`src/rtl/adc_spi_capture_if.sv`:
```
// Handshake and pin bundle between the pixel sequencer/ADC pins and adc_spi_capture.
// The slave modport is the capture block; the master modport is its environment.
interface adc_spi_capture_if #(
  parameter int DATA_WIDTH = 8
);
  logic                  startCapture;
  logic                  miso;
  logic                  cs;
  logic [DATA_WIDTH-1:0] dataout;
  logic                  conversionComplete;
  logic                  frameError;
  logic                  busy;
  logic                  overrun;

  modport master (
    output startCapture,
    output miso,
    input  cs,
    input  dataout,
    input  conversionComplete,
    input  frameError,
    input  busy,
    input  overrun
  );

  modport slave (
    input  startCapture,
    input  miso,
    output cs,
    output dataout,
    output conversionComplete,
    output frameError,
    output busy,
    output overrun
  );
endinterface

```
`src/rtl/adc_spi_capture.sv`:
```
// Serial ADC frame capture: runs cs-low frames on clk, extracts a padded MSB-first
// sample, optionally averages 2^AVG_LOG2 conversions, flags framing errors and overruns.
module adc_spi_capture #(
  parameter int DATA_WIDTH   = 8,
  parameter int LEAD_ZEROS   = 3,
  parameter int FRAME_LEN    = 16,
  parameter int QUIET_CYCLES = 1,
  parameter int AVG_LOG2     = 0
) (
  input logic              clk,
  input logic              reset,
  adc_spi_capture_if.slave bus
);

  localparam int ACC_W = DATA_WIDTH + AVG_LOG2;
  localparam int BIT_W = $clog2(FRAME_LEN + 1);
  localparam int SMP_W = AVG_LOG2 + 1;
  localparam int QCT_W = (QUIET_CYCLES > 1) ? $clog2(QUIET_CYCLES) : 1;

  localparam logic [BIT_W-1:0] LAST_BIT  = BIT_W'(FRAME_LEN - 1);
  localparam logic [BIT_W-1:0] LEAD_END  = BIT_W'(LEAD_ZEROS);
  localparam logic [BIT_W-1:0] DATA_END  = BIT_W'(LEAD_ZEROS + DATA_WIDTH);
  localparam logic [SMP_W-1:0] NUM_SMP   = SMP_W'(1 << AVG_LOG2);
  localparam logic [QCT_W-1:0] LAST_QCT  = QCT_W'(QUIET_CYCLES - 1);

  if ((FRAME_LEN < LEAD_ZEROS + DATA_WIDTH) || (QUIET_CYCLES < 1) || (DATA_WIDTH < 2)) begin : g_param_check
    $error("adc_spi_capture: inconsistent frame parameters");
  end

  typedef enum logic [1:0] {
    IDLE  = 2'd0,
    CONV  = 2'd1,
    QUIET = 2'd2
  } state_e;

  state_e                state_q,   state_d;
  logic                  cs_q,      cs_d;
  logic [BIT_W-1:0]      bit_cnt_q, bit_cnt_d;
  logic [SMP_W-1:0]      smp_cnt_q, smp_cnt_d;
  logic [QCT_W-1:0]      qct_q,     qct_d;
  logic [DATA_WIDTH-1:0] shift_q,   shift_d;
  logic [ACC_W-1:0]      acc_q,     acc_d;
  logic                  err_q,     err_d;
  logic [DATA_WIDTH-1:0] dout_q,    dout_d;
  logic                  cc_q,      cc_d;
  logic                  fe_q,      fe_d;
  logic                  busy_q,    busy_d;
  logic                  ovr_q,     ovr_d;

  logic [ACC_W-1:0]      acc_sum_s;
  logic [SMP_W-1:0]      smp_inc_s;
  logic [SMP_W-1:0]      smp_taken_s;

  always_comb begin
    state_d   = state_q;
    cs_d      = cs_q;
    bit_cnt_d = bit_cnt_q;
    smp_cnt_d = smp_cnt_q;
    qct_d     = qct_q;
    shift_d   = shift_q;
    acc_d     = acc_q;
    err_d     = err_q;
    dout_d    = dout_q;
    cc_d      = 1'b0;
    fe_d      = fe_q;
    busy_d    = busy_q;
    ovr_d     = bus.startCapture && (state_q != IDLE);

    acc_sum_s = acc_q + ACC_W'(shift_q);
    smp_inc_s = smp_cnt_q + SMP_W'(1);
    // Samples accounted for once this edge completes, used for the exit decision
    smp_taken_s = (qct_q == QCT_W'(0)) ? smp_inc_s : smp_cnt_q;

    case (state_q)
      IDLE: begin
        if (bus.startCapture) begin
          state_d   = CONV;
          cs_d      = 1'b0;
          bit_cnt_d = BIT_W'(0);
          smp_cnt_d = SMP_W'(0);
          acc_d     = ACC_W'(0);
          err_d     = 1'b0;
          busy_d    = 1'b1;
        end else begin
          cs_d   = 1'b1;
          busy_d = 1'b0;
        end
      end

      CONV: begin
        if (bit_cnt_q < LEAD_END) begin
          err_d = err_q | bus.miso;
        end else if (bit_cnt_q < DATA_END) begin
          shift_d = {shift_q[DATA_WIDTH-2:0], bus.miso};
        end else begin
          shift_d = shift_q;
        end

        if (bit_cnt_q == LAST_BIT) begin
          state_d   = QUIET;
          cs_d      = 1'b1;
          bit_cnt_d = BIT_W'(0);
          qct_d     = QCT_W'(0);
        end else begin
          bit_cnt_d = bit_cnt_q + BIT_W'(1);
        end
      end

      QUIET: begin
        if (qct_q == QCT_W'(0)) begin
          acc_d     = acc_sum_s;
          smp_cnt_d = smp_inc_s;
          if (smp_inc_s == NUM_SMP) begin
            dout_d = acc_sum_s[ACC_W-1:AVG_LOG2];
            fe_d   = err_q;
            cc_d   = 1'b1;
          end else begin
            cc_d = 1'b0;
          end
        end else begin
          acc_d = acc_q;
        end

        if (qct_q == LAST_QCT) begin
          if (smp_taken_s != NUM_SMP) begin
            state_d   = CONV;
            cs_d      = 1'b0;
            bit_cnt_d = BIT_W'(0);
          end else begin
            state_d = IDLE;
            busy_d  = 1'b0;
          end
        end else begin
          qct_d = qct_q + QCT_W'(1);
        end
      end

      default: begin
        state_d = IDLE;
        cs_d    = 1'b1;
        busy_d  = 1'b0;
      end
    endcase
  end

  // Reset forces cs high immediately so an interrupted frame is released at once
  always_ff @(posedge clk or posedge reset) begin
    if (reset) begin
      state_q   <= IDLE;
      cs_q      <= 1'b1;
      bit_cnt_q <= BIT_W'(0);
      smp_cnt_q <= SMP_W'(0);
      qct_q     <= QCT_W'(0);
      shift_q   <= DATA_WIDTH'(0);
      acc_q     <= ACC_W'(0);
      err_q     <= 1'b0;
      dout_q    <= DATA_WIDTH'(0);
      cc_q      <= 1'b0;
      fe_q      <= 1'b0;
      busy_q    <= 1'b0;
      ovr_q     <= 1'b0;
    end else begin
      state_q   <= state_d;
      cs_q      <= cs_d;
      bit_cnt_q <= bit_cnt_d;
      smp_cnt_q <= smp_cnt_d;
      qct_q     <= qct_d;
      shift_q   <= shift_d;
      acc_q     <= acc_d;
      err_q     <= err_d;
      dout_q    <= dout_d;
      cc_q      <= cc_d;
      fe_q      <= fe_d;
      busy_q    <= busy_d;
      ovr_q     <= ovr_d;
    end
  end

  assign bus.cs                 = cs_q;
  assign bus.dataout            = dout_q;
  assign bus.conversionComplete = cc_q;
  assign bus.frameError         = fe_q;
  assign bus.busy               = busy_q;
  assign bus.overrun            = ovr_q;

endmodule

```
`src/flat_wrapper.sv`:
```
// flat-port wrapper written by rule: the top's interface ports become plain ports
module adc_spi_capture_flat 
#(
  parameter int DATA_WIDTH   = 8,
  parameter int LEAD_ZEROS   = 3,
  parameter int FRAME_LEN    = 16,
  parameter int QUIET_CYCLES = 1,
  parameter int AVG_LOG2     = 0
)
  (clk, reset, bus_startCapture, bus_miso, bus_cs, bus_dataout, bus_conversionComplete, bus_frameError, bus_busy, bus_overrun);
  adc_spi_capture_if #(.DATA_WIDTH(DATA_WIDTH)) bus_i ();
  input logic clk;
  input logic reset;
  input wire logic [$bits(bus_i.startCapture)-1:0] bus_startCapture;
  input wire logic [$bits(bus_i.miso)-1:0] bus_miso;
  output wire logic [$bits(bus_i.cs)-1:0] bus_cs;
  output wire logic [$bits(bus_i.dataout)-1:0] bus_dataout;
  output wire logic [$bits(bus_i.conversionComplete)-1:0] bus_conversionComplete;
  output wire logic [$bits(bus_i.frameError)-1:0] bus_frameError;
  output wire logic [$bits(bus_i.busy)-1:0] bus_busy;
  output wire logic [$bits(bus_i.overrun)-1:0] bus_overrun;
  assign bus_i.startCapture = bus_startCapture;
  assign bus_i.miso = bus_miso;
  assign bus_cs = bus_i.cs;
  assign bus_dataout = bus_i.dataout;
  assign bus_conversionComplete = bus_i.conversionComplete;
  assign bus_frameError = bus_i.frameError;
  assign bus_busy = bus_i.busy;
  assign bus_overrun = bus_i.overrun;
  adc_spi_capture #(.DATA_WIDTH(DATA_WIDTH), .LEAD_ZEROS(LEAD_ZEROS), .FRAME_LEN(FRAME_LEN), .QUIET_CYCLES(QUIET_CYCLES), .AVG_LOG2(AVG_LOG2)) u_core (.clk(clk), .reset(reset), .bus(bus_i));
endmodule
```
`config.mk`:
```
export PLATFORM = sky130hd
export DESIGN_NAME = adc_spi_capture_flat
export DESIGN_NICKNAME = d
export VERILOG_FILES = /design/src/rtl/adc_spi_capture_if.sv /design/src/rtl/adc_spi_capture.sv /design/src/flat_wrapper.sv
export SDC_FILE = /design/constraint.sdc
export NUM_CORES = 1
export LEC_CHECK = 0
export CAP_MARGIN = 20
export CELL_PAD_IN_SITES_DETAIL_PLACEMENT = 1
export CELL_PAD_IN_SITES_GLOBAL_PLACEMENT = 2
export CORE_MARGIN = 1
export CORE_UTILIZATION = 36
export DETAILED_ROUTE_END_ITERATION = 10
export GPL_ROUTABILITY_DRIVEN = 1
export PLACE_DENSITY = 0.75
export SETUP_SLACK_MARGIN = 0.3
export SKIP_LAST_GASP = 1
export SLEW_MARGIN = 0
export SYNTH_ARGS = -nofsm -noshare
export SYNTH_HDL_FRONTEND = slang
export SYNTH_SLANG_ARGS = --single-unit
```
`constraint.sdc`:
```
create_clock -name clk -period 2.6 [get_ports clk]
set_input_delay 0.26 -clock clk [delete_from_list [all_inputs] [get_ports clk]]
set_output_delay 0.26 -clock clk [all_outputs]
set_load 0.03 [all_outputs]
```
# After elaboration in Yosys (flattened, before gate mapping)
# Cells that the tools add are included.
[word_totals]
wordCells = 82
out_inout_bits = 13
mem_count = 0
ramBits = 0
rom_bits = 0
input_bits = 4
latchBits = 0
regBits = 39
[op_classes]
mux = 33
n_div = 0
n_shift = 0
n_bitwise = 4
n_eq_ne = 9
n_reduce_logical = 17
order_cmp = 2
mul = 0
add_sub_neg = 4
[op_table]
columns = ["cell", "count"]
rows = [
  ["AND reduction 3 bit", 7],
  ["two-way mux 5 bit", 4],
  ["two-way mux 1 bit", 16],
  ["two-way mux 8 bit", 2],
  ["one-hot mux 8 bit (2 select lines)", 1],
  ["one-hot mux 5 bit (3 select lines)", 1],
  ["adder 8 bit", 1],
  ["nonzero test 2 bit", 4],
  ["two-way mux 2 bit", 3],
  ["!= test 2 x 1 -> 1 bit, second input constant", 3],
  ["!= test 2 bit, second input constant", 3],
  ["one-hot mux 1 bit (2 select lines)", 3],
  ["one-hot mux 1 bit (3 select lines)", 2],
  ["one-hot mux 2 bit (3 select lines)", 1],
  ["adder 5 x 1 -> 5 bit, second input constant", 1],
  ["== test 5 x 4 -> 1 bit, second input constant", 1],
  ["< comparator 5 x 2 -> 1 bit, second input constant", 1],
  ["< comparator 5 x 4 -> 1 bit, second input constant", 1],
  ["AND reduction 2 bit", 2],
  ["AND reduction 4 bit", 1],
  ["inverter 1 bit", 3],
  ["nonzero test 3 bit", 1],
  ["adder 1 bit, second input constant", 2],
  ["== test 2 x 1 -> 1 bit, second input constant", 1],
  ["4 further kinds", 4],
]

# Logic depth before layout (Yosys ltp)
# Gate-level depths: netlist of run 1.
[depth]
ltp_word = 5
mapped_depth = 7
ltp_nobuf = 7

# Worst setup path before layout of run 1
# No wires, ideal clock.
[synth_timing]
path_kind = "register to register"
startpoint = "register u_core.acc_q[1]"
endpoint = "register u_core.dout_q[7] (netlist: u_core.bus.dataout[7])"
setup_time_ns = 0.067
slack_ns = 0.749
synth_period_minus_slack_ns = 1.851
path_stages_with_launch = 7
path_buffers = 0
t_arrival_ns = 1.784
required_time_ns = 2.533
path_cell_list = "dfrtp_1 -> ha_1 -> a211oi_1 -> o31a_1 -> or3_4 -> a211o_1 -> nand3_2"
[synth_via]
elab_chain_len = 1
[synth_lines]
columns = ["item", "line", "source"]
rows = [
  ["start: declaration", "adc_spi_capture.sv:42", "logic [ACC_W-1:0] acc_q, acc_d;"],
  ["start signal: assignment", "adc_spi_capture.sv:155", "acc_q <= ACC_W'(0);"],
  ["start signal: assignment", "adc_spi_capture.sv:169", "acc_q <= acc_d;"],
  ["adder 8 bit", "adc_spi_capture.sv:69", "acc_sum_s = acc_q + ACC_W'(shift_q);"],
  ["end signal: assignment", "adc_spi_capture.sv:171", "dout_q <= dout_d;"],
  ["end: declaration", "adc_spi_capture.sv:44", "logic [DATA_WIDTH-1:0] dout_q, dout_d;"],
]
# Every way passes these cells.
# A chain may end at the register's enable or synchronous reset.

# Worst setup path in the final report of run 1
[layout_timing]
startpoint = "register u_core.acc_q[0]"
endpoint = "register u_core.dout_q[6] (netlist: u_core.bus.dataout[6])"
# The elaborated chain is that of the path after synthesis.

==> results.md, run 1 <==
* R2r setup slk at 0.55 ns
* Max Clk Rate at 0.488 GHz
* Max clock buf depth at 2
* Xor/xnor share of the synthesized area at 2.94%
* Synthesized area at between 1500 and 2000 sq um
* Sequential fraction of the synthesis area at 53.3%
* CTS HTree Levels at 2
* Total routed wirelength at 3.68 mm
* Via-per-instance ratio at roughly 4.9
* Fin area at 2130 sq um
* Num rows at 25
* Largest family of logic cells by synthesized area: compound AO/OA/AOI/OAI gates
* Synth unique cells at 39
* First-pass GRT wire length at 6.47 mm
* Path depth of the worst reg2reg path at 7
* Vias in the first global route at about 1400
* Worst R2R End: u_core.bus.dataout[6]
* DIE AREA at between 5000 and 6000 sq um
* Leakage at 0.998 nW
* Compound-Gate Fraction of Synth Area at 15.0%
* Dpl cell area at a little over 2000 sq um
* 1st-iter DRT viols at 17
* Hold Buf Count CTS at 0
* Largest net degree at the start of global routing at 38
* Post-synth EDFFs at 0
* Critical path class: flip-flop to flip-flop
* DRC Markers at 0
* Share of cells above drive strength 1 at ~6.3%
* Synth cell count leaders: dfrtp_1 (37), nand2_1 (37), o21ai_1 (14)
* CP Data Required Time at 2.76 ns
* I/O Buffers at 16
* CP Capture Type: flip-flop
* Top cells by area, synth: dfrtp_1 (52%), nand2_1 (7.8%), ha_1 (5.6%)
* Die width at 72.5 um
* Root buf cell: clkbuf_8
* Post-synthesis mux area share at 5.60%
* Post-route ant nets at 0
* Unrepaired setup endpoints after global routing: false
* Syn_nets at approximately 180
* Worst rel slew slack at 49.5%
* Slew Viols, Final at 0
* VDD IR max at 420 uV
* Max-cap violations at 0
* Most used DFF post-synth: dfrtp_1
* Crit path time final at 2.05 ns
* Final layout net count at 204
* Starting Density at a little under two fifths
* Filler cell count at 553
* Clock skew at 0.00718 ns
* Hold violation count in the final report at 0
* Number of antenna violations at the first check in global routing at 0
* Routability Congestion at 0.780
* Synth Area in Simple Gates at 14.5%
* Post-synthesis area per instance at 10.5 sq um
* CTS tree: yes
* Drt first pass iters at 4
* Via Count at ~1300
* Element type at the critical path start: flip-flop
* Power per Cell Area at 1140 nW/um^2
* Postcts setup bufs at 0
* Setup TNS Final at 0 ns
* Worst-path clk slew at about 0.080 ns
* Crit path arrival time at between 2 and 2.5 ns
* Grt total ovfl at 0
* Synthesis-to-finish area growth at 19.5%
* Die Y at 72.5 um
* # diodes at 0
* Post-Synth Adder-Cell Area at 6.72%
* Placed wire-length estimate at 2.76 mm
* Yosys top cell by area: dfrtp_1
* Post-synth ARST share at 100%
* Final Cycle Share at 78.9%
* FF-to-FF Start: u_core.acc_q[0]
* Flops & latches, synth at 38
* CTS Sinks at 38
* Slew @ Worst Pin at 0.756 ns
* Post-CTS sizing at 0
* HP Class: input port to asynchronous set/reset pin
* CTS buffer count at 5
* # setup viols final at 0
* Clock Latency Late Sink at between 0.2 and 0.3 ns
* Total Routing Usage GR at 16.4%
* CP max FO at 3
* Num ports at 17
* Share of the synthesized area in the top cell type at 51.8%
* Outcome: complete, no violations
* Total core area at 4750 sq um
* Mapped Cells at 170
* Yosys warns at 0
* WL/cell at 14.2 um
## state kept, by name (all words and copies together), names as in the netlist, 2 cells and up
register            count
u_core.state_q          2
u_core.bit_cnt_q        5
u_core.bus.dataout      8
u_core.shift_q          8
u_core.acc_q            8
## metrics by stage
step / hold WS [ns] / power, mW / setup slack, ns / cells / util [%]
finish: 0.118 / 2.44 / 0.549 / 259 / 44.9
global route: 0.132 / 2.64 / 0.361 / 259 / 44.9
CTS: 0.109 / 2.48 / 0.547 / 259 / 44.9
detailed placement: 0.425 / 1.98 / 0.577 / 251 / 42.6
global placement: 0.416 / 1.94 / 0.643 / 251 / 42.6
floorplan: 0.382 / 1.66 / 0.749 / 170 / -
## layer usage
layer / vias up / GRT usage [%] / part of all wire [%]
met3: 4 / 4.31 / 2.6
met2: 13 / 29.1 / 51
met1: 633 / 19.4 / 45
li1: 632 / - / -
met4: 0 / 5.23 / 1.1
met5: - / 0 / 0
## critical path, stage by stage (launching register included)
cell and delay, ns:
dfrtp_1 0.39, ha_1 0.25, fa_1 0.46, a21oi_1 0.21
o21ai_0 0.10, a21oi_1 0.18, xor2_1 0.23, o21ai_1 0.09
## cell usage in the layout (no fill, tap or decap), types with 2 or more instances in the layout
master,count
a22o_1,4
nand2b_1,3
o21bai_1,2
nand4_1,2
o21ai_1,14
xnor2_1,4
nor2b_1,3
mux2_1,8
clkdlybuf4s50_1,16
clkinv_2,2
nor2_1,3
nand3_1,2
nand2_1,37
o22ai_1,2
a211o_1,2
clkbuf_8,5
xor2_1,2
dfrtp_1,37
inv_1,5
a21oi_1,8
ha_1,8
o21ai_0,3
## power by group
part	switching, mW	internal (mW)
Sequential	0.160	0.792
Clock	0.211	0.282
Combinational	0.553	0.442
## cell type report
type                    count  area, sq um  share of cell area [%]
flip-flops and latches     38          952                    44.6
multi-input cells         123          800                    37.5
repair buffers             17          168                    7.85
well taps                  67         83.8                    3.93
clock buffers               5         68.8                    3.22
clock inverters             3         40.0                    1.88
inverters                   6         22.5                    1.06
## logic make-up after synthesis
kind of cell | Yosys count
AND/OR/NAND/NOR | 56
flip-flops | 38
XOR/XNOR | 6
multiplexers | 9
AO/OA/AOI/OAI | 43
buffers and inverters | 9
adder cells (fa/ha/maj) | 9
## worst max-delay path by stage
stage | cells past startpoint | startpoint | endpoint
2_1_floorplan | 6 | u_core.acc_q[1] | u_core.bus.dataout[7]
3_3_place_gp | 7 | u_core.acc_q[0] | u_core.bus.dataout[6]
3_5_place_dp | 7 | u_core.acc_q[0] | u_core.bus.dataout[6]
4_1_cts | 7 | u_core.shift_q[0] | u_core.bus.dataout[6]
5_1_grt | 7 | u_core.shift_q[0] | u_core.bus.dataout[6]
6_report | 7 | u_core.acc_q[0] | u_core.bus.dataout[6]
(Power assumes the default switching activity.)
==> run 2, diff against run 1 <==
- clock period: 2.6 -> 2.1 ns (I/O delays scaled with it)
==> results.md, run 2 (same netlist as run 1, synthesis figures left out) <==
* Outcome: complete, no violations
* Setup TNS Final at 0 ns
* Placed wire-length estimate at 2.97 mm
* Grt total ovfl at 0
* Max Clk Rate at about 0.53 GHz
* Max clock buf depth at 2
* Slew Viols, Final at 0
* Largest net degree at the start of global routing at 28
* Commonest non-fill, non-tap cell in the layout: dfrtp_1
* Power per Cell Area at 1410 nW/um^2
* CTS tree: yes
* CP max FO at 4
* Num ports at 17
* Max incr delay on CP at 0.43 ns
* Total core area at 4750 sq um
* Crit path arrival time at 2.10 ns
* Synthesis-to-finish area growth at 28.6%
* Via-per-instance ratio at 5.04
* Die width at around 72 um
* WP buf/inv at 0
* DIE AREA at 5250 sq um
* Starting Density at 37.6%
* 1st-iter DRT viols at 27
* Final Cycle Share at 89.3%
* Total routed wirelength at 4.10 mm
* Clock Latency Late Sink at 0.29 ns
* Clock skew at 0.00529 ns
* Slew @ Worst Pin at 0.516 ns
* Most frequent cells in the layout: dfrtp_1 (36), nand2_1 (35), clkdlybuf4s50_1 (16)
* Die Y at 72.5 um
* DRC Markers at 0
* # diodes at 0
* Num rows at 25
* Vias in the first global route at 1469
* CP max-delay cell: dfrtp_1
* Crit path time final at 1.87 ns
* Post-route ant nets at 0
* Number of antenna violations at the first check in global routing at 0
* Fin area at 2300 sq um
* Worst rel slew slack at 65.5%
* Share of cells above drive strength 1 at roughly 17%
* I/O Buffers at 16
* # setup viols final at 0
* CP Capture Type: flip-flop
* Leakage at roughly 1.1 nW
* CTS HTree Levels at 2
* CP Data Required Time at 2.33 ns
* Routability Congestion at 0.769
* Dpl cell area at 2080 sq um
* Via Count at 1370
* WL/cell at 15.1 um
* Worst-path clk slew at about 0.080 ns
* Final hold slack at 0.263 ns
* Drt first pass iters at 4
* Unrepaired setup endpoints after global routing: true
* Crit path max-delay family: compound AO/OA/AOI/OAI gates
* First-pass GRT wire length at 7.04 mm
* VDD IR max at 501 uV
* HP Class: input port to asynchronous set/reset pin
* Hold violation count in the final report at 0
* Final layout net count at ~220
* Filler cell count at between 500 and 600
* Max-cap violations at 0
* Root buf cell: clkbuf_8
* CTS Sinks at 38
* Element type at the critical path start: flip-flop
* Critical path class: flip-flop to flip-flop
* Crit path cell chain: ha_4 -> nand2_2 -> o31a_1 -> or3_4 -> a211o_1 -> nand3_2
* Total Routing Usage GR at 18.3%
* CTS buffer count at 5
run 2: cell types whose count changed in the layout (fill, tap and decap cells not counted), moves of 2 or more:
cell	previous run	this run
ha_4	0	3
buf_4	1	13
ha_1	8	4
nand2_2	0	2
nand2_1	37	35
run 2: final timing paths:
check | cells past startpoint | slack [ns] | to | from
hold / removal | 2 | 0.26 | u_core.state_q[0] | reset
setup / recovery | 6 | 0.23 | u_core.bus.dataout[7] | u_core.shift_q[4]
setup reg to reg | 6 | 0.23 | u_core.bus.dataout[7] | u_core.shift_q[4]
hold reg to reg | 2 | 0.48 | u_core.bus.dataout[1] | u_core.bus.dataout[1]
min in group clk | 2 | 0.48 | u_core.bus.dataout[1] | u_core.bus.dataout[1]
max in group asynchronous | 3 | 1.30 | u_core.shift_q[2] | reset
run 2: repair_timing:
action / 4_1_cts / 5_1_grt
endpoints found under the setup margin: 4 / 12
resized for setup: 3 / 2
pin swaps: 5 / 6
hold buffers: 0 / 0
endpoints found under the hold margin: 0 / 0
setup buffers: 7 / 4
run 2: cell type report:
type	count	area [sq um]	share of cell area, %
clock buffer	5	68.8	3.00
inverter	6	22.5	0.980
sequential	38	953	41.5
multi-input combinational	123	851	37.0
tap	67	83.8	3.65
timing repair buffer	30	278	12.1
clock inverter	3	40.0	1.74
run 2: power breakdown:
| part | switching (mW) | internal, mW |
|---|---|---|
| clock network | 0.262 | 0.350 |
| registers | 0.213 | 0.983 |
| logic | 0.747 | 0.690 |
run 2: through the flow:
stage | utilization (%) | instances | setup slack [ns] | power [mW]
floorplan | - | 170 | 0.321 | 2.10
global placement | 43.8 | 253 | 0.226 | 2.46
detailed placement | 43.8 | 253 | 0.182 | 2.51
CTS | 47.6 | 268 | 0.233 | 3.23
global route | 48.3 | 272 | 0.175 | 3.49
finish | 48.3 | 272 | 0.225 | 3.24
run 2: metal layers:
metal  part of all wire [%]  global-route usage, %  wire, um
met5                      0                      0         0
met1                     45                   21.4      1840
met2                     51                   31.4      2090
met3                    2.3                   4.44        95
met4                    1.8                   8.93        74
